[config.mk]
export PLATFORM = sky130hd
export DESIGN_NAME = multi_button_debouncer
export DESIGN_NICKNAME = d
export VERILOG_FILES = /design/src/rtl/multi_button_debouncer_pkg.sv /design/src/rtl/multi_button_debouncer_channel.sv /design/src/rtl/multi_button_debouncer.sv
export SDC_FILE = /design/constraint.sdc
export NUM_CORES = 1
export LEC_CHECK = 0
export CORE_MARGIN = 8
export CORE_UTILIZATION = 47
export DETAILED_ROUTE_END_ITERATION = 8
export HOLD_SLACK_MARGIN = 0.08
export PLACE_DENSITY = 0.61
export SYNTH_ARGS = -nofsm -noshare
export SYNTH_HDL_FRONTEND = slang
export SYNTH_SLANG_ARGS = --single-unit
export TNS_END_PERCENT = 30
[constraint.sdc]
create_clock -name global_clock -period 2.95 [get_ports global_clock]
set_input_delay 0.295 -clock global_clock [delete_from_list [all_inputs] [get_ports global_clock]]
set_output_delay 0.295 -clock global_clock [all_outputs]
set_load 0.02 [all_outputs]
[src/rtl/multi_button_debouncer_pkg.sv]
// Shared defaults, counter-width helper and per-channel debounce state names
// for the multi-button debouncer.
package multi_button_pkg;

   localparam int DEFAULT_DEBOUNCE_CYCLES = 1000000;
   localparam int DEFAULT_REPEAT_DELAY    = 50000000;
   localparam int DEFAULT_REPEAT_PERIOD   = 10000000;

   typedef enum logic [1:0] {
      RELEASED     = 2'd0,
      PRESS_PEND   = 2'd1,
      PRESSED      = 2'd2,
      RELEASE_PEND = 2'd3
   } deb_state_e;

   // Bits needed to hold any value 0..max_val (at least 1).
   function automatic int clog2_cnt(input int max_val);
      int w;
      w = 1;
      while ((longint'(1) << w) <= longint'(max_val))
         w = w + 1;
      return w;
   endfunction

endpackage

[src/rtl/multi_button_debouncer_channel.sv]
// One debounce channel: polarity normalise, 2-flop synchroniser, stability
// counter with level/press/release outputs; auto-repeat under MULTI_BUTTON_DEBOUNCER_REPEAT_EN.
module debounce_channel
   import multi_button_pkg::*;
#(
   parameter int DEBOUNCE_CYCLES = DEFAULT_DEBOUNCE_CYCLES,
   parameter int ACTIVE_HIGH     = 1
`ifdef MULTI_BUTTON_DEBOUNCER_REPEAT_EN
   ,
   parameter int REPEAT_DELAY    = DEFAULT_REPEAT_DELAY,
   parameter int REPEAT_PERIOD   = DEFAULT_REPEAT_PERIOD
`endif
) (
   input  logic global_clock,
   input  logic reset,
   input  logic enable,
   input  logic button_pin,
   output logic button_level,
   output logic press_pulse,
   output logic release_pulse,
   output logic repeat_pulse
);

   localparam int CNT_W = $clog2(DEBOUNCE_CYCLES + 1);
   localparam logic [CNT_W-1:0] CNT_ONE  = CNT_W'(1);
   localparam logic [CNT_W-1:0] CNT_LAST = CNT_W'(DEBOUNCE_CYCLES - 1);

   logic             raw;
   logic             sync_meta;
   logic             sync_q;
   logic [CNT_W-1:0] cnt;
   deb_state_e       state;

   assign raw = (ACTIVE_HIGH != 0) ? button_pin : ~button_pin;

   // The level is the upper state bit: PRESSED and RELEASE_PEND both mean "accepted pressed".
   assign button_level = (state == PRESSED) || (state == RELEASE_PEND);

   always_ff @(posedge global_clock or negedge reset) begin
      if (!reset) begin
         sync_meta     <= 1'b0;
         sync_q        <= 1'b0;
         state         <= RELEASED;
         cnt           <= '0;
         press_pulse   <= 1'b0;
         release_pulse <= 1'b0;
      end else if (!enable) begin
         press_pulse   <= 1'b0;
         release_pulse <= 1'b0;
      end else begin
         sync_meta     <= raw;
         sync_q        <= sync_meta;
         press_pulse   <= 1'b0;
         release_pulse <= 1'b0;
         case (state)
            RELEASED: begin
               if (sync_q) begin
                  state <= PRESS_PEND;
                  cnt   <= CNT_ONE;
               end
            end
            PRESS_PEND: begin
               if (!sync_q) begin
                  state <= RELEASED;
                  cnt   <= '0;
               end else if (cnt == CNT_LAST) begin
                  state       <= PRESSED;
                  cnt         <= '0;
                  press_pulse <= 1'b1;
               end else begin
                  cnt <= cnt + CNT_ONE;
               end
            end
            PRESSED: begin
               if (!sync_q) begin
                  state <= RELEASE_PEND;
                  cnt   <= CNT_ONE;
               end
            end
            RELEASE_PEND: begin
               if (sync_q) begin
                  state <= PRESSED;
                  cnt   <= '0;
               end else if (cnt == CNT_LAST) begin
                  state         <= RELEASED;
                  cnt           <= '0;
                  release_pulse <= 1'b1;
               end else begin
                  cnt <= cnt + CNT_ONE;
               end
            end
         endcase
      end
   end

`ifdef MULTI_BUTTON_DEBOUNCER_REPEAT_EN
   localparam int RPT_MAX = (REPEAT_DELAY > REPEAT_PERIOD) ? REPEAT_DELAY : REPEAT_PERIOD;
   localparam int RPT_W   = clog2_cnt(RPT_MAX);
   localparam logic [RPT_W-1:0] DELAY_LAST  = RPT_W'(REPEAT_DELAY - 1);
   localparam logic [RPT_W-1:0] PERIOD_LAST = RPT_W'(REPEAT_PERIOD - 1);

   logic [RPT_W-1:0] rpt_cnt;
   logic             rpt_first;

   // Counting starts the edge after press_pulse, so the first repeat can never overlap it.
   always_ff @(posedge global_clock or negedge reset) begin
      if (!reset) begin
         rpt_cnt      <= '0;
         rpt_first    <= 1'b1;
         repeat_pulse <= 1'b0;
      end else if (!enable || !button_level) begin
         rpt_cnt      <= '0;
         rpt_first    <= 1'b1;
         repeat_pulse <= 1'b0;
      end else if (rpt_cnt == (rpt_first ? DELAY_LAST : PERIOD_LAST)) begin
         rpt_cnt      <= '0;
         rpt_first    <= 1'b0;
         repeat_pulse <= 1'b1;
      end else begin
         rpt_cnt      <= rpt_cnt + RPT_W'(1);
         repeat_pulse <= 1'b0;
      end
   end
`else
   assign repeat_pulse = 1'b0;
`endif

endmodule

[src/rtl/multi_button_debouncer.sv]
// N-channel push-button debouncer top: one debounce_channel per pin plus a
// registered any_pressed. Auto-repeat is built only with MULTI_BUTTON_DEBOUNCER_REPEAT_EN.
module multi_button_debouncer
   import multi_button_pkg::*;
#(
   parameter int NUM_CH          = 4,
   parameter int DEBOUNCE_CYCLES = DEFAULT_DEBOUNCE_CYCLES,
   parameter int ACTIVE_HIGH     = 1,
   parameter int REPEAT_DELAY    = DEFAULT_REPEAT_DELAY,
   parameter int REPEAT_PERIOD   = DEFAULT_REPEAT_PERIOD
) (
   input  logic              global_clock,
   input  logic              reset,
   input  logic              enable,
   input  logic [NUM_CH-1:0] button_in,
   output logic [NUM_CH-1:0] button_level,
   output logic [NUM_CH-1:0] press_pulse,
   output logic [NUM_CH-1:0] release_pulse,
   output logic [NUM_CH-1:0] repeat_pulse,
   output logic              any_pressed
);

   if (NUM_CH < 1 || NUM_CH > 32 || DEBOUNCE_CYCLES < 2 ||
       REPEAT_DELAY < 1 || REPEAT_PERIOD < 1) begin : g_bad_params
      $error("multi_button_debouncer: parameter out of range");
   end

   for (genvar i = 0; i < NUM_CH; i++) begin : g_ch
      debounce_channel #(
         .DEBOUNCE_CYCLES (DEBOUNCE_CYCLES),
         .ACTIVE_HIGH     (ACTIVE_HIGH)
`ifdef MULTI_BUTTON_DEBOUNCER_REPEAT_EN
         ,
         .REPEAT_DELAY    (REPEAT_DELAY),
         .REPEAT_PERIOD   (REPEAT_PERIOD)
`endif
      ) u_ch (
         .global_clock  (global_clock),
         .reset         (reset),
         .enable        (enable),
         .button_pin    (button_in[i]),
         .button_level  (button_level[i]),
         .press_pulse   (press_pulse[i]),
         .release_pulse (release_pulse[i]),
         .repeat_pulse  (repeat_pulse[i])
      );
   end

   always_ff @(posedge global_clock or negedge reset) begin
      if (!reset) any_pressed <= 1'b0;
      else        any_pressed <= |button_level;
   end

endmodule

==> out/metrics.yaml, run 1 <==
die:
  dieHeight_microns: 129
  die_area_sq_um: 16600
  start_util_pct: 47.7
  ioPinCount: 24
  die_w_microns: 129
  core_sq_um: 12500
  rows: 41
clock_tree:
  numClockSinks: 105
  clockBufferDepth: 2
  tritoncts: "built"
  cts.repair.resized: 0
  numCtsBuffers: 9
  cts_htree_levels: 3
  clkLatencyLatePin_ps: 350
  cts.clk_slew.worst_paths_ps: 70
  clockRootBuffer: "clkbuf_16"
global_routing:
  grt_pass1_vias: 4558
  grt_usage_pct: 16.5
  grt_max_degree: 54
  antenna_found_initial: 0
  grt_overflow: 0
  grt_pass1_wl_microns: 22300
min_path:
  hp-class: "flop to flop"
  min_path_cells: 1
yosys:
  synth_area_per_cell_sq_um: 9.39
  synthCells: 635
  ys_ff_latch: 105
  syn-cell-area_sq_um: 5970
  synth_edf_count: 0
  yosys_warnings: 0
  synth_flop_cell: "dfrtp_1"
  async_reset_ff_share_pct: 100
  yosysSeqAreaShare_pct: 44.0
  synth.distinct_cells: 78
sta:
  tightest_slew_ps: 861
  slew_violations: 0
  final.min_clock_period_ps: 2270
  fin_crit_sh_pct: 77.1
  setup_viol: 0
  fin_tns_setup_ps: 0
  hold_ws_ps: 484
  fmax_mhz: 440
  skew_ps: 7.20
  finalHoldViolCount: 0
  rsz0062_at_grt: "false"
  maxSlewHeadroom_pct: 42.3
setup_path:
  worst-setup-path-type: "flop to flop"
  crit_path_end_kind: "flop"
  required_ps: 3230
  rr_worst_depth: 7
  cp.arrival_ps: 2550
  worst_setup_path_start_kind: "flop"
  worstPathMaxFanout: 11
routing:
  viasPerCell: 5.91
  drcViolationCount: 0
  drtAntennaViolNets: 0
  drtIter0Drc: 528
  dr.pass1.iters: 5
  vias: 4743
  wl_microns: 12500
  wl_per_cell_microns: 15.6
finish:
  fin_area_sq_um: 6480
  antenna_cells: 0
  finalNonFillerCells: 803
  syn_to_final_growth_pct: 8.68
  nets: 637
  drive_gt1_share_pct: 10.6
place:
  dp_cells: 786
  placement.io_buffers: 19
  dp.final_hpwl_microns: 8710
  placed_cell_area_sq_um: 6170
  gp_congestion: 0.870
power_and_ir_drop:
  totalPowerFinal_w: 0.00422
  p_per_area_nw_per_um2: 651
  p_leak_nw: 2.60
  peakVddDrop_v: 0.000325
outcome:
  status: "finished clean"
job:
  cap_violations: 0
==> worst max-delay path, stage by stage, from the launching register on <==
cell and delay [ps]:
dfrtp_1 420, ha_1 240, and3_1 190, and3_1 230, a31oi_1 630, nor2_1 150
buf_4 230, nor2_1 110
==> layout make-up <==
| class | count | area (sq um) |
|---|---|---|
| clock buffers | 11 | 253 |
| clock inverters | 5 | 53.8 |
| fillers | 1186 | 6030 |
| inverters | 13 | 48.8 |
| multi-input cells | 466 | 2990 |
| flip-flops and latches | 105 | 2630 |
| well taps | 172 | 215 |
| repair buffers | 31 | 293 |
==> power by group <==
group	total, W	switching, W	internal (W)
registers	0.00184	0.000241	0.00160
clock network	0.00124	0.000533	0.000702
logic	0.00114	0.000706	0.000436
total	0.00422	0.00148	0.00274
==> synthesized netlist by cell type (4+ instances only) <==
library cell / number / area share, %
mux2_2: 13 / 2.5
ha_1: 4 / 0.84
nand4_1: 29 / 3.0
mux2i_1: 6 / 1.0
buf_4: 17 / 2.1
nor3b_1: 7 / 0.88
nand2_1: 67 / 4.2
xnor2_1: 7 / 1.0
o21ai_0: 18 / 1.5
nand3_1: 44 / 3.7
clkbuf_1: 12 / 0.75
a21oi_1: 17 / 1.4
a31oi_1: 44 / 4.6
xor2_1: 16 / 2.3
a41oi_1: 8 / 1.2
nand2b_1: 7 / 0.73
a22o_1: 5 / 0.73
nor3_1: 15 / 1.3
nor2_1: 43 / 2.7
and2_1: 9 / 0.94
and4_1: 8 / 1.2
dfrtp_1: 105 / 44
nor4_1: 5 / 0.52
buf_2: 19 / 1.6
inv_1: 13 / 0.82
and3_1: 14 / 1.5
==> cells by family after synthesis <==
logic type | synth area share (%)
AOI/OAI and AO/OA | 15.0
other | 0.0629
muxes | 3.71
DFF | 44.0
and+or+nand+nor | 27.0
xor gates and xnor gates | 3.38
adders and majority gates | 0.839
buffers and inverters | 5.98
==> cell usage in the layout, fill, tap and decap left out, types with 14 or more instances in the layout <==
master           count
a21oi_1             17
a31oi_1             44
and3_1              14
clkdlybuf4s50_1     18
dfrtp_1            105
nand2_1             67
nand3_1             44
nand4_1             29
nor2_1              43
nor3_1              15
o21ai_0             18
xor2_1              16
==> metal layers <==
metal | vias to the layer above | global-route usage [%] | wire length, microns
met5 | - | 0 | 0
met4 | 0 | 5.60 | 172
met2 | 91 | 25.8 | 5790
li1 | 2312 | - | -
met3 | 12 | 3.93 | 564
met1 | 2328 | 21.9 | 6010
==> sequential cells by signal (all words and copies together), names as in the netlist, named ones only <==
name / count
g_ch.u_ch.state: 4
g_ch.u_ch.cnt: 80
g_ch.u_ch.press_pulse: 4
g_ch.u_ch.sync_meta: 4
g_ch.u_ch.sync_q: 4
g_ch.u_ch.release_pulse: 4
any_pressed: 1
==> metrics by stage <==
| step | setup slack, ps | util, % |
|---|---|---|
| 3_5_place_dp | 422 | 49.3 |
| 2_1_floorplan | 1050 | - |
| 3_3_place_gp | 603 | 49.3 |
| 5_1_grt | 488 | 51.8 |
| 4_1_cts | 647 | 51.8 |
| 6_report | 676 | 51.8 |
==> final timing paths <==
kind / from / endpoint / slack [ps]
setup / recovery: g_ch[2].u_ch.cnt[0]$_DFFE_PN0P_ / g_ch[2].u_ch.cnt[16]$_DFFE_PN0P_ / 680
hold / removal: g_ch[0].u_ch.cnt[18]$_DFFE_PN0P_ / g_ch[0].u_ch.cnt[18]$_DFFE_PN0P_ / 480
setup reg to reg: g_ch[2].u_ch.cnt[0]$_DFFE_PN0P_ / g_ch[2].u_ch.cnt[16]$_DFFE_PN0P_ / 680
hold reg to reg: g_ch[0].u_ch.cnt[18]$_DFFE_PN0P_ / g_ch[0].u_ch.cnt[18]$_DFFE_PN0P_ / 480
max in group asynchronous: reset / g_ch[1].u_ch.cnt[11]$_DFFE_PN0P_ / 1710
min in group asynchronous: reset / g_ch[0].u_ch.cnt[11]$_DFFE_PN0P_ / 520
==> repair_timing <==
item	in CTS	in global routing
hold buffers	1	0
hold endpoints to repair	52	0
setup buffers	0	0
(Power assumes the default switching activity.)
==> inputs of run 2 (changes only) <==
- clock period: 2.95 -> 2.1 ns (I/O delays scaled with it)
==> out/metrics.yaml, run 2 (synthesis gave the netlist of run 1 again) <==
routing:
  met1_length_microns: 6190  # was 6010 microns
  dr.pass1.iters: 5  # unchanged
  drcViolationCount: 0  # unchanged
  wl_microns: 13300  # was 12,500 microns
  route.met2.wl_microns: 6510  # was 5790 microns
  vias: 4885  # was 4,743
  wl_per_cell_microns: 15.9  # was 15.6 microns
  viasPerCell: 5.86  # was 5.91
  drtIter0Drc: 557  # was 528
  highest_layer: "met4"  # unchanged
  dr_wl_met3_microns: 502  # was 564 microns
  drtAntennaViolNets: 0  # unchanged
finish:
  syn_to_final_growth_pct: 12.9  # was 8.68%
  antenna_cells: 0  # unchanged
  largest_reg_flops: 80  # unchanged
  final_cell_mix: "dfrtp_1, nand2_1, nand3_1, a31oi_1, nor2_1"  # unchanged
  finalNonFillerCells: 834  # was 803
  final_common_cell: "dfrtp_1"  # unchanged
  nets: 669  # was 637
  fin_area_sq_um: 6730  # was 6480 sq um
  drive_gt1_share_pct: 15.0  # was 10.6%
  top_register: "g_ch.u_ch.cnt"  # unchanged
  utilization_pct: 53.8  # was 51.8%
die:
  rows: 41  # unchanged
  core_sq_um: 12500  # unchanged
  dieHeight_microns: 129  # unchanged
  ioPinCount: 24  # unchanged
  start_util_pct: 47.7  # unchanged
  die_area_sq_um: 16600  # unchanged
  die_w_microns: 129  # unchanged
sta:
  tightest_slew_ps: 867  # was 861 ps
  fmax_mhz: 501  # was 440 MHz
  skew_ps: 3.99  # was 7.20 ps
  fin_tns_setup_ps: 0  # unchanged
  rsz0062_at_grt: "false"  # unchanged
  slew_violations: 0  # unchanged
  setup_viol: 0  # unchanged
  maxSlewHeadroom_pct: 41.6  # was 42.3%
  final.min_clock_period_ps: 1990  # was 2270 ps
  fin_crit_sh_pct: 95.0  # was 77.1%
  finalHoldViolCount: 0  # unchanged
power_and_ir_drop:
  p_leak_nw: 2.75  # was 2.60 nW
  totalPowerFinal_w: 0.00608  # was 0.00422 W
  peakVddDrop_v: 0.000604  # was 0.000325 V
  p_per_area_nw_per_um2: 903  # was 651 nW/um^2
setup_path:
  r2r_slack_ps: 110  # was 680 ps
  required_ps: 2340  # was 3230 ps
  worstPathMaxFanout: 10  # was 11
  worst_setup_path_start_kind: "flop"  # unchanged
  worst-setup-path-type: "flop to flop"  # unchanged
  cp.arrival_ps: 2230  # was 2550 ps
  crit_path_end_kind: "flop"  # unchanged
clock_tree:
  numClockSinks: 105  # unchanged
  cts.clk_slew.worst_paths_ps: 70  # about the same
  cts_setup_buffers: 0  # unchanged
  numCtsBuffers: 9  # unchanged
  clockRootBuffer: "clkbuf_16"  # unchanged
  cts_htree_levels: 3  # unchanged
  clkLatencyLatePin_ps: 350  # about the same
  clockBufferDepth: 2  # unchanged
  tritoncts: "built"  # unchanged
job:
  cap_violations: 0  # unchanged
global_routing:
  grt_pass1_vias: 4782  # was 4,558
  grt_pass1_wl_microns: 22800  # was 22,300 microns
  grt_max_degree: 48  # was 54
  grt_overflow: 0  # unchanged
  grt_usage_pct: 17.0  # was 16.5%
  antenna_found_initial: 0  # unchanged
place:
  dp_cells: 818  # was 786
  placed_cell_area_sq_um: 6430  # was 6170 sq um
  placement.io_buffers: 19  # unchanged
  gp_congestion: 0.909  # was 0.870
  dp.final_hpwl_microns: 9540  # was 8710 microns
outcome:
  status: "finished clean"  # unchanged
min_path:
  hp-class: "input pin to asynchronous set/reset pin"  # was flop to flop
==> run 2: changes by cell type in the layout (fill, tap and decap cells not counted), sizes merged <==
cell / before / now
clkinvlp: 0 / 1
buf: 12 / 44
clkinv: 4 / 1
clkbuf: 11 / 13
bufinv: 1 / 0
==> run 2: worst max-delay path, stage by stage, from the launching register on <==
cell and delay (ps):
dfrtp_1 440, nor4_2 300, nand4_1 160, or3_4 480
and2_4 190, a221o_1 310
==> run 2: cell type report <==
cell class	instances	area, sq um
fill	1176	5780
multi-input combinational	466	3000
sequential	105	2630
timing repair buffer	63	558
clock buffer	13	270
tap	172	215
inverter	13	48.8
clock inverter	2	12.5
==> run 2: worst paths after layout <==
kind	start	to	cells past startpoint
worst min-delay path	reset	g_ch[0].u_ch.cnt[13]$_DFFE_PN0P_	2
max in group asynchronous	reset	g_ch[2].u_ch.cnt[4]$_DFFE_PN0P_	3
min in group global_clock	g_ch[0].u_ch.cnt[18]$_DFFE_PN0P_	g_ch[0].u_ch.cnt[18]$_DFFE_PN0P_	1
worst min register to register	g_ch[0].u_ch.cnt[18]$_DFFE_PN0P_	g_ch[0].u_ch.cnt[18]$_DFFE_PN0P_	1
worst max register to register	g_ch[0].u_ch.cnt[10]$_DFFE_PN0P_	g_ch[0].u_ch.cnt[19]$_DFFE_PN0P_	5
worst max-delay path	g_ch[0].u_ch.cnt[10]$_DFFE_PN0P_	g_ch[0].u_ch.cnt[19]$_DFFE_PN0P_	5
==> run 2: metal layers <==
layer  vias up  GRT usage [%]
met2        83           27.3
li1       2376              -
met3         4           4.59
met5         -              0
met1      2422           22.1
met4         0           4.91
==> run 2: through the flow <==
| step | setup slack [ps] | hold slack (ps) |
|---|---|---|
| CTS | 108 | 321 |
| global route | 3.94 | 345 |
| detailed placement | 107 | 159 |
| floorplan | 205 | -85.6 |
| finish | 105 | 320 |
| global placement | 154 | 162 |
==> run 2: what timing repair did <==
item | CTS | global route
endpoints found under the setup margin | 0 | 3
hold endpoints to repair | 26 | 0
resized for setup | 0 | 2
hold buffers | 1 | 0
==> run 2: report_power, final <==
part	leakage, nW	internal [W]	switching (W)
combinational	1.20	0.000804	0.00112
sequential	1.41	0.00225	0.000288
clock	0.138	0.000894	0.000729
total	2.75	0.00395	0.00213
==> inputs of run 3 (changes only) <==
- CTS_CLUSTER_DIAMETER: not set -> 150
==> results of run 3 <==
Final layout, timing and power as in run 2 (identical DEF).
==> RTL change 1 (flow settings as in run 3) <==
Put a register stage on the output `press_pulse`, cleared by the reset. The value now appears one clock later. The other outputs are not delayed to match.
--- a/src/rtl/multi_button_debouncer.sv
+++ b/src/rtl/multi_button_debouncer.sv
@@ -21,4 +21,6 @@
 );
 
+   logic [NUM_CH-1:0] press_pulse_d;
+
    if (NUM_CH < 1 || NUM_CH > 32 || DEBOUNCE_CYCLES < 2 ||
        REPEAT_DELAY < 1 || REPEAT_PERIOD < 1) begin : g_bad_params
@@ -41,5 +43,5 @@
          .button_pin    (button_in[i]),
          .button_level  (button_level[i]),
-         .press_pulse   (press_pulse[i]),
+         .press_pulse   (press_pulse_d[i]),
          .release_pulse (release_pulse[i]),
          .repeat_pulse  (repeat_pulse[i])
@@ -52,4 +54,12 @@
    end
 
+   always_ff @(posedge global_clock or negedge reset) begin
+      if (!reset) begin
+         press_pulse <= '0;
+      end else begin
+         press_pulse <= press_pulse_d;
+      end
+   end
+
 endmodule
 
Function: no difference found for any inputs over 4 cycles, from zero or initial values and one cycle with reset low; that may be too few to reach the edited logic, so the function may still have changed.
==> RTL change 1 against run 3 <==
  * Worst setup slack lost 0.074 ns
  * Routed wire length shrank 1.0%
  * Power shrank 6.5%
  * Non-clock buffer count grew 31
  * Final area grew 0.93%
  * Synthesized area shrank 5.1%
  * Fmax shrank 3.6%
  * Count of clock-buffer cells in the layout shrank 3
  * Sequential cell count grew 4
  * Critical path depth grew 2
  * Critical endpoint is now g_ch[2].u_ch.cnt[3]$_DFFE_PN0P_
==> RTL change 1: results (changes against run 3) <==
Outcome: finished, final reports clean (unchanged). The worst-margin pin slew came out at 0.793 ns (was 0.867 ns). The share of cells above drive strength 1 came out at 0.169 (was 0.150).

The end of the worst register-to-register path is g_ch[2].u_ch.cnt[3]$_DFFE_PN0P_ (was g_ch[0].u_ch.cnt[19]$_DFFE_PN0P_). The arrival time reported for the critical path endpoint is 2.31 ns (was 2.23 ns). The first-pass GRT wire length came to 22400 um (was 22800 um). The length of routed met3 wiring is 556 um (was 502 um).

The routed metal-1 wirelength came out at 6030 um (was 6190 um). The number of global-route vias before repair came out at 4667 (was 4782). The final net count is 700 (was 669). The maximum number of pins on one net before global-route repair came out at 40 (was 48). Cell types occupying the most area after synthesis: sky130_fd_sc_hd__dfrtp_1, sky130_fd_sc_hd__nand2_1, sky130_fd_sc_hd__o21ai_1 (was sky130_fd_sc_hd__dfrtp_1, sky130_fd_sc_hd__a31oi_1, sky130_fd_sc_hd__nand2_1). Most frequent cells after synthesis: sky130_fd_sc_hd__dfrtp_1, sky130_fd_sc_hd__nand2_1, sky130_fd_sc_hd__o21ai_1 (was sky130_fd_sc_hd__dfrtp_1, sky130_fd_sc_hd__nand2_1, sky130_fd_sc_hd__a31oi_1, sky130_fd_sc_hd__nand3_1, sky130_fd_sc_hd__nor2_1). The total number of clock tree sinks is 109 (was 105). The sequential element share of the synthesized area is 0.482 (was 0.440). The aggregate global-route resource usage is 0.171 (was 0.170).

The post-route clock skew came to 0.00800 ns (was 0.00399 ns). The met2 wire length came to 6450 um (was 6510 um). The start point of the critical path is g_ch[2].u_ch.cnt[12]$_DFFE_PN0P_ (was g_ch[0].u_ch.cnt[10]$_DFFE_PN0P_). The routability congestion estimate from global placement came to 0.876 (was 0.909).

The highest metal layer with signal wires is met4 (unchanged). The number of antenna violations at the first check in global routing is 0 (unchanged). The maximum resistive drop on vdd came out at 0.000821 V (was 0.000604 V).

The leakage power total came out at 0.00285 uW (was 0.00275 uW). The worst reg-to-reg setup slack is 0.03 ns (was 0.11 ns). The first-iteration detailed-routing DRC count came out at 316 (was 557). The final routed wire length divided by cell count is 15.7 um (was 15.9 um). The post-synthesis cell type count was 59 (was 78).

The depth of the most critical reg-to-reg path came out at 7 (was 5). The fraction of registers with async set or reset after synthesis is 1.00 (unchanged). The met1 track demand over resource is 0.222 (was 0.221). The met3 usage in global routing is 0.0426 (was 0.0459). The switching power of the nets is 1800 uW (was 2130 uW). The half-perimeter wire length after detailed placement is 9420 um (was 9540 um). The category of the worst setup path capture point was a flip-flop (unchanged).
-- RTL change 1: cell count changes in the layout (fill, tap and decap cells not counted), moves of 8 or more --
cell	run 3	this run
sky130_fd_sc_hd__o21ai_0	18	26
sky130_fd_sc_hd__nand4_1	29	16
sky130_fd_sc_hd__a31oi_1	44	24
sky130_fd_sc_hd__o21ai_1	1	47
sky130_fd_sc_hd__buf_4	41	72
sky130_fd_sc_hd__xor2_1	16	8
sky130_fd_sc_hd__nand2_1	67	79
sky130_fd_sc_hd__o31ai_1	3	16
sky130_fd_sc_hd__a41oi_1	8	0
-- RTL change 1: kinds of logic (layout without fill, tap and decap cells) --
kind of cell / after synthesis / in the layout / synth area share
simple gates: 269 / 269 / 0.243
fa+ha+maj: 4 / 4 / 0.00884
other cells: 1 / 4 / 0.000662
buf+inv: 42 / 116 / 0.0371
mux: 15 / 15 / 0.0292
xor+xnor: 13 / 13 / 0.0201
flops: 109 / 109 / 0.482
compound gates: 164 / 164 / 0.179
-- RTL change 1: what timing repair did --
action                                 4_1_cts  5_1_grt
setup endpoints to repair                    5       29
endpoints found under the hold margin       30        0
resized for setup                            2       12
pin swaps                                    0        3
hold buffers                                 1        0
gates cloned                                 0        1
buffers inserted                             0        5
-- RTL change 1: power groups by stage --
stage / registers (uW) / logic (uW) / clock network, uW
3_3_place_gp: 2460 / 1410 / 0
3_5_place_dp: 2470 / 1440 / 0
5_1_grt: 2460 / 1670 / 1860
2_1_floorplan: 2440 / 832 / 0
4_1_cts: 2430 / 1450 / 1800
6_report: 2430 / 1510 / 1740
-- RTL change 1: metrics by stage --
step | cells | total power, uW | setup slack (ns) | instance area (um^2) | hold WS (ns)
2_1_floorplan | 620 | 3270 | 0.0524 | 5670 | -0.0856
3_3_place_gp | 818 | 3870 | -0.0148 | 6380 | 0.178
3_5_place_dp | 818 | 3910 | -0.0708 | 6380 | 0.177
4_1_cts | 835 | 5680 | 0.0127 | 6700 | 0.344
5_1_grt | 841 | 6000 | -0.0562 | 6800 | 0.358
6_report | 841 | 5680 | 0.0310 | 6800 | 0.329
-- RTL change 1: critical path, cell delays in order (launching register included) --
cell,delay (ns)
sky130_fd_sc_hd__dfrtp_1,0.39
sky130_fd_sc_hd__or4_4,0.55
sky130_fd_sc_hd__or3_4,0.36
sky130_fd_sc_hd__o21ai_4,0.23
sky130_fd_sc_hd__buf_4,0.16
sky130_fd_sc_hd__nor2b_1,0.04
sky130_fd_sc_hd__o21ai_1,0.12
sky130_fd_sc_hd__o31ai_1,0.09
-- RTL change 1: area by class of cell --
type	count	area, um^2
fill	1079	5060
multi-input combinational	469	2790
sequential	109	2730
timing repair buffer	94	767
clock buffer	10	239
tap	147	184
clock inverter	6	62.6
inverter	6	22.5
==> RTL change 2 (flow settings as in run 3) <==
Without the edit above. Set the package constant `DEFAULT_DEBOUNCE_CYCLES` to 4000000 (it was 1000000).
--- a/src/rtl/multi_button_debouncer_pkg.sv
+++ b/src/rtl/multi_button_debouncer_pkg.sv
@@ -3,5 +3,5 @@
 package multi_button_pkg;
 
-   localparam int DEFAULT_DEBOUNCE_CYCLES = 1000000;
+   localparam int DEFAULT_DEBOUNCE_CYCLES = 4000000;
    localparam int DEFAULT_REPEAT_DELAY    = 50000000;
    localparam int DEFAULT_REPEAT_PERIOD   = 10000000;
Behaviour: no difference found for any inputs over 4 cycles, from zero or initial values and one cycle with reset low; that may be too few to reach the edited logic, so the function may still have changed.
==> RTL change 2 against run 3 <==
  * Clock skew increased by 0.0031 ns
  * Worst setup slack worse by 0.097 ns
  * Synthesized area grew 5.7%
  * Sequential power is 2% lower
  * Clock power rose by 81%
  * Sequential share of layout area shrank 3.0 points
  * Power rose by 7.1%
  * Final area up 17%
  * Die area grew 4.9%
  * Routed wire length is 16% higher
  * Sequential cell count is 8 higher
  * Cell count rose by 13%
==> RTL change 2: results (changes against run 3) <==
The arrival time reported for the critical path endpoint came out at 2.39 ns (was 2.23 ns). The half-perimeter wire length after detailed placement came to 10400 um (was 9540 um). The maximum buffer depth of the clock tree came out at 2 (unchanged). The top fanout value on the critical path is 5 (was 10).

The clock latency at the later pin of the worst-skew pair came to 0.42 ns (was 0.35 ns). The most used flip-flop cell after synthesis is sky130_fd_sc_hd__dfrtp_1 (unchanged). The count of fill cells added during filler insertion was 1144 (was 1176). The maximum resistive drop on vdd is 0.000631 V (was 0.000604 V). The capture point of the critical path is g_ch[2].u_ch.cnt[21]$_DFFE_PN0P_ (was g_ch[0].u_ch.cnt[19]$_DFFE_PN0P_). The first-iteration detailed-routing DRC count is 394 (was 557). The sequential element share of the synthesized area is 0.449 (was 0.440).

The number of global-route vias before repair came out at 5526 (was 4782). The final antenna diode count came to 0 (unchanged). Outcome: finished, final reports clean (unchanged). The fraction of registers with async set or reset after synthesis came out at 1.00 (unchanged). The number of optimization iterations in the first detailed-route pass came out at 5 (unchanged). The number of input and output port buffers inserted came out at 19 (unchanged). The number of antenna violations at the first check in global routing is 0 (unchanged). The flip-flop count of the largest register after layout was 88 (was 80). The final net count is 765 (was 669). The post-synthesis cell type count came out at 77 (was 78).

The first-pass GRT wire length came out at 26600 um (was 22800 um). The CTS clock-pin slew for the worst setup and hold paths was 0.05 ns (was 0.07 ns). The clock buffer count from CTS is 17 (was 9).

The count of synthesis-stage warnings from yosys is 0 (unchanged). The post-route clock skew is 0.00711 ns (was 0.00399 ns). The worst-case headroom to the max-slew limit came out at 0.477 (was 0.416). The leakage power total came out at 0.00330 uW (was 0.00275 uW). The class of the tightest hold or removal check was in2async (unchanged). The total number of H-tree levels was 4 (was 3). The buffer type at the clock tree root is sky130_fd_sc_hd__clkbuf_16 (unchanged).

The share of cells above drive strength 1 is 0.205 (was 0.150). The overall via count from detail_route was 5597 (was 4885). The register containing the most flip-flops in the final layout is g_ch.u_ch.cnt (unchanged). Cell types occupying the most area after synthesis: sky130_fd_sc_hd__dfrtp_1, sky130_fd_sc_hd__nand3_1, sky130_fd_sc_hd__nand2_1 (was sky130_fd_sc_hd__dfrtp_1, sky130_fd_sc_hd__a31oi_1, sky130_fd_sc_hd__nand2_1).

The maximum number of pins on one net before global-route repair was 52 (was 48). The routability congestion estimate from global placement was 0.861 (was 0.909). The routed wire length is 15400 um (was 13300 um). Most frequent cells after synthesis: sky130_fd_sc_hd__dfrtp_1, sky130_fd_sc_hd__nand2_1, sky130_fd_sc_hd__nand3_1 (was sky130_fd_sc_hd__dfrtp_1, sky130_fd_sc_hd__nand2_1, sky130_fd_sc_hd__a31oi_1, sky130_fd_sc_hd__nand3_1, sky130_fd_sc_hd__nor2_1).

The depth of the most critical reg-to-reg path came out at 5 (unchanged). The start point of the critical path is g_ch[2].u_ch.cnt[10]$_DFFE_PN0P_ (was g_ch[0].u_ch.cnt[10]$_DFFE_PN0P_). The aggregate global-route resource usage came out at 0.184 (was 0.170). The worst reg-to-reg setup slack came out at 0.008 ns (was 0.11 ns).
RTL change 2: what timing repair did:
| item | CTS | global route |
|---|---|---|
| hold buffers | 1 | 0 |
| pin swaps | 3 | 6 |
| hold endpoints to repair | 32 | 0 |
| gates resized for setup | 10 | 15 |
| endpoints found under the setup margin | 33 | 54 |
| setup buffers | 2 | 3 |
| gates cloned | 0 | 0 |
RTL change 2: power breakdown:
| group | internal [uW] | switching (uW) | leakage [uW] | total, uW |
|---|---|---|---|---|
| clock network | 1960 | 966 | 0.000295 | 2930 |
| registers | 2320 | 171 | 0.00154 | 2490 |
| logic | 470 | 620 | 0.00147 | 1090 |
| total | 4750 | 1760 | 0.00330 | 6510 |
RTL change 2: critical path, stage by stage (launching register included):
cell and delay [ns]:
sky130_fd_sc_hd__dfrtp_1 0.37, sky130_fd_sc_hd__or4b_4 0.54, sky130_fd_sc_hd__or3_4 0.37, sky130_fd_sc_hd__o2111a_2 0.30, sky130_fd_sc_hd__and2_1 0.14, sky130_fd_sc_hd__mux2_2 0.25
RTL change 2: layout make-up:
class                           count  share of cell area
Clock buffer                       23              0.0621
Clock inverter                      6              0.0134
Inverter                           24              0.0115
Multi-Input combinational cell    494               0.413
Sequential cell                   113               0.360
Tap cell                          176              0.0280
Timing Repair Buffer              104               0.112
RTL change 2: metal layers:
| metal | track usage | wire length, um | vias to the layer above |
|---|---|---|---|
| met3 | 0.0503 | 716 | 12 |
| met1 | 0.237 | 7150 | 2785 |
| met4 | 0.0645 | 165 | 0 |
| li1 | - | - | 2677 |
| met5 | 0 | 0 | - |
| met2 | 0.293 | 7360 | 123 |
RTL change 2: cell families (layout without fill, tap and decap cells):
| logic type | Yosys count | after routing | share of synthesized area |
|---|---|---|---|
| AOI/OAI and AO/OA | 167 | 167 | 0.183 |
| xor gates and xnor gates | 19 | 19 | 0.0276 |
| adders and majority gates | 4 | 4 | 0.00794 |
| buffers and inverters | 74 | 157 | 0.0566 |
| DFF | 113 | 113 | 0.449 |
| muxes | 18 | 18 | 0.0312 |
| other | 1 | 4 | 0.000595 |
| and+or+nand+nor | 282 | 282 | 0.245 |
RTL change 2: stage by stage:
stage          std cells  total power, uW  hold WS [ns]  area (um^2)  setup slack [ns]
3_5_place_dp         905             3550         0.222         7090            -0.263
4_1_cts              937             6510         0.334         7750          -0.00849
5_1_grt              940             6790         0.361         7850           -0.0366
2_1_floorplan        681             3120       -0.0856         6310          -0.00176
3_3_place_gp         905             3510         0.224         7090            -0.176
6_report             940             6510         0.307         7850           0.00771
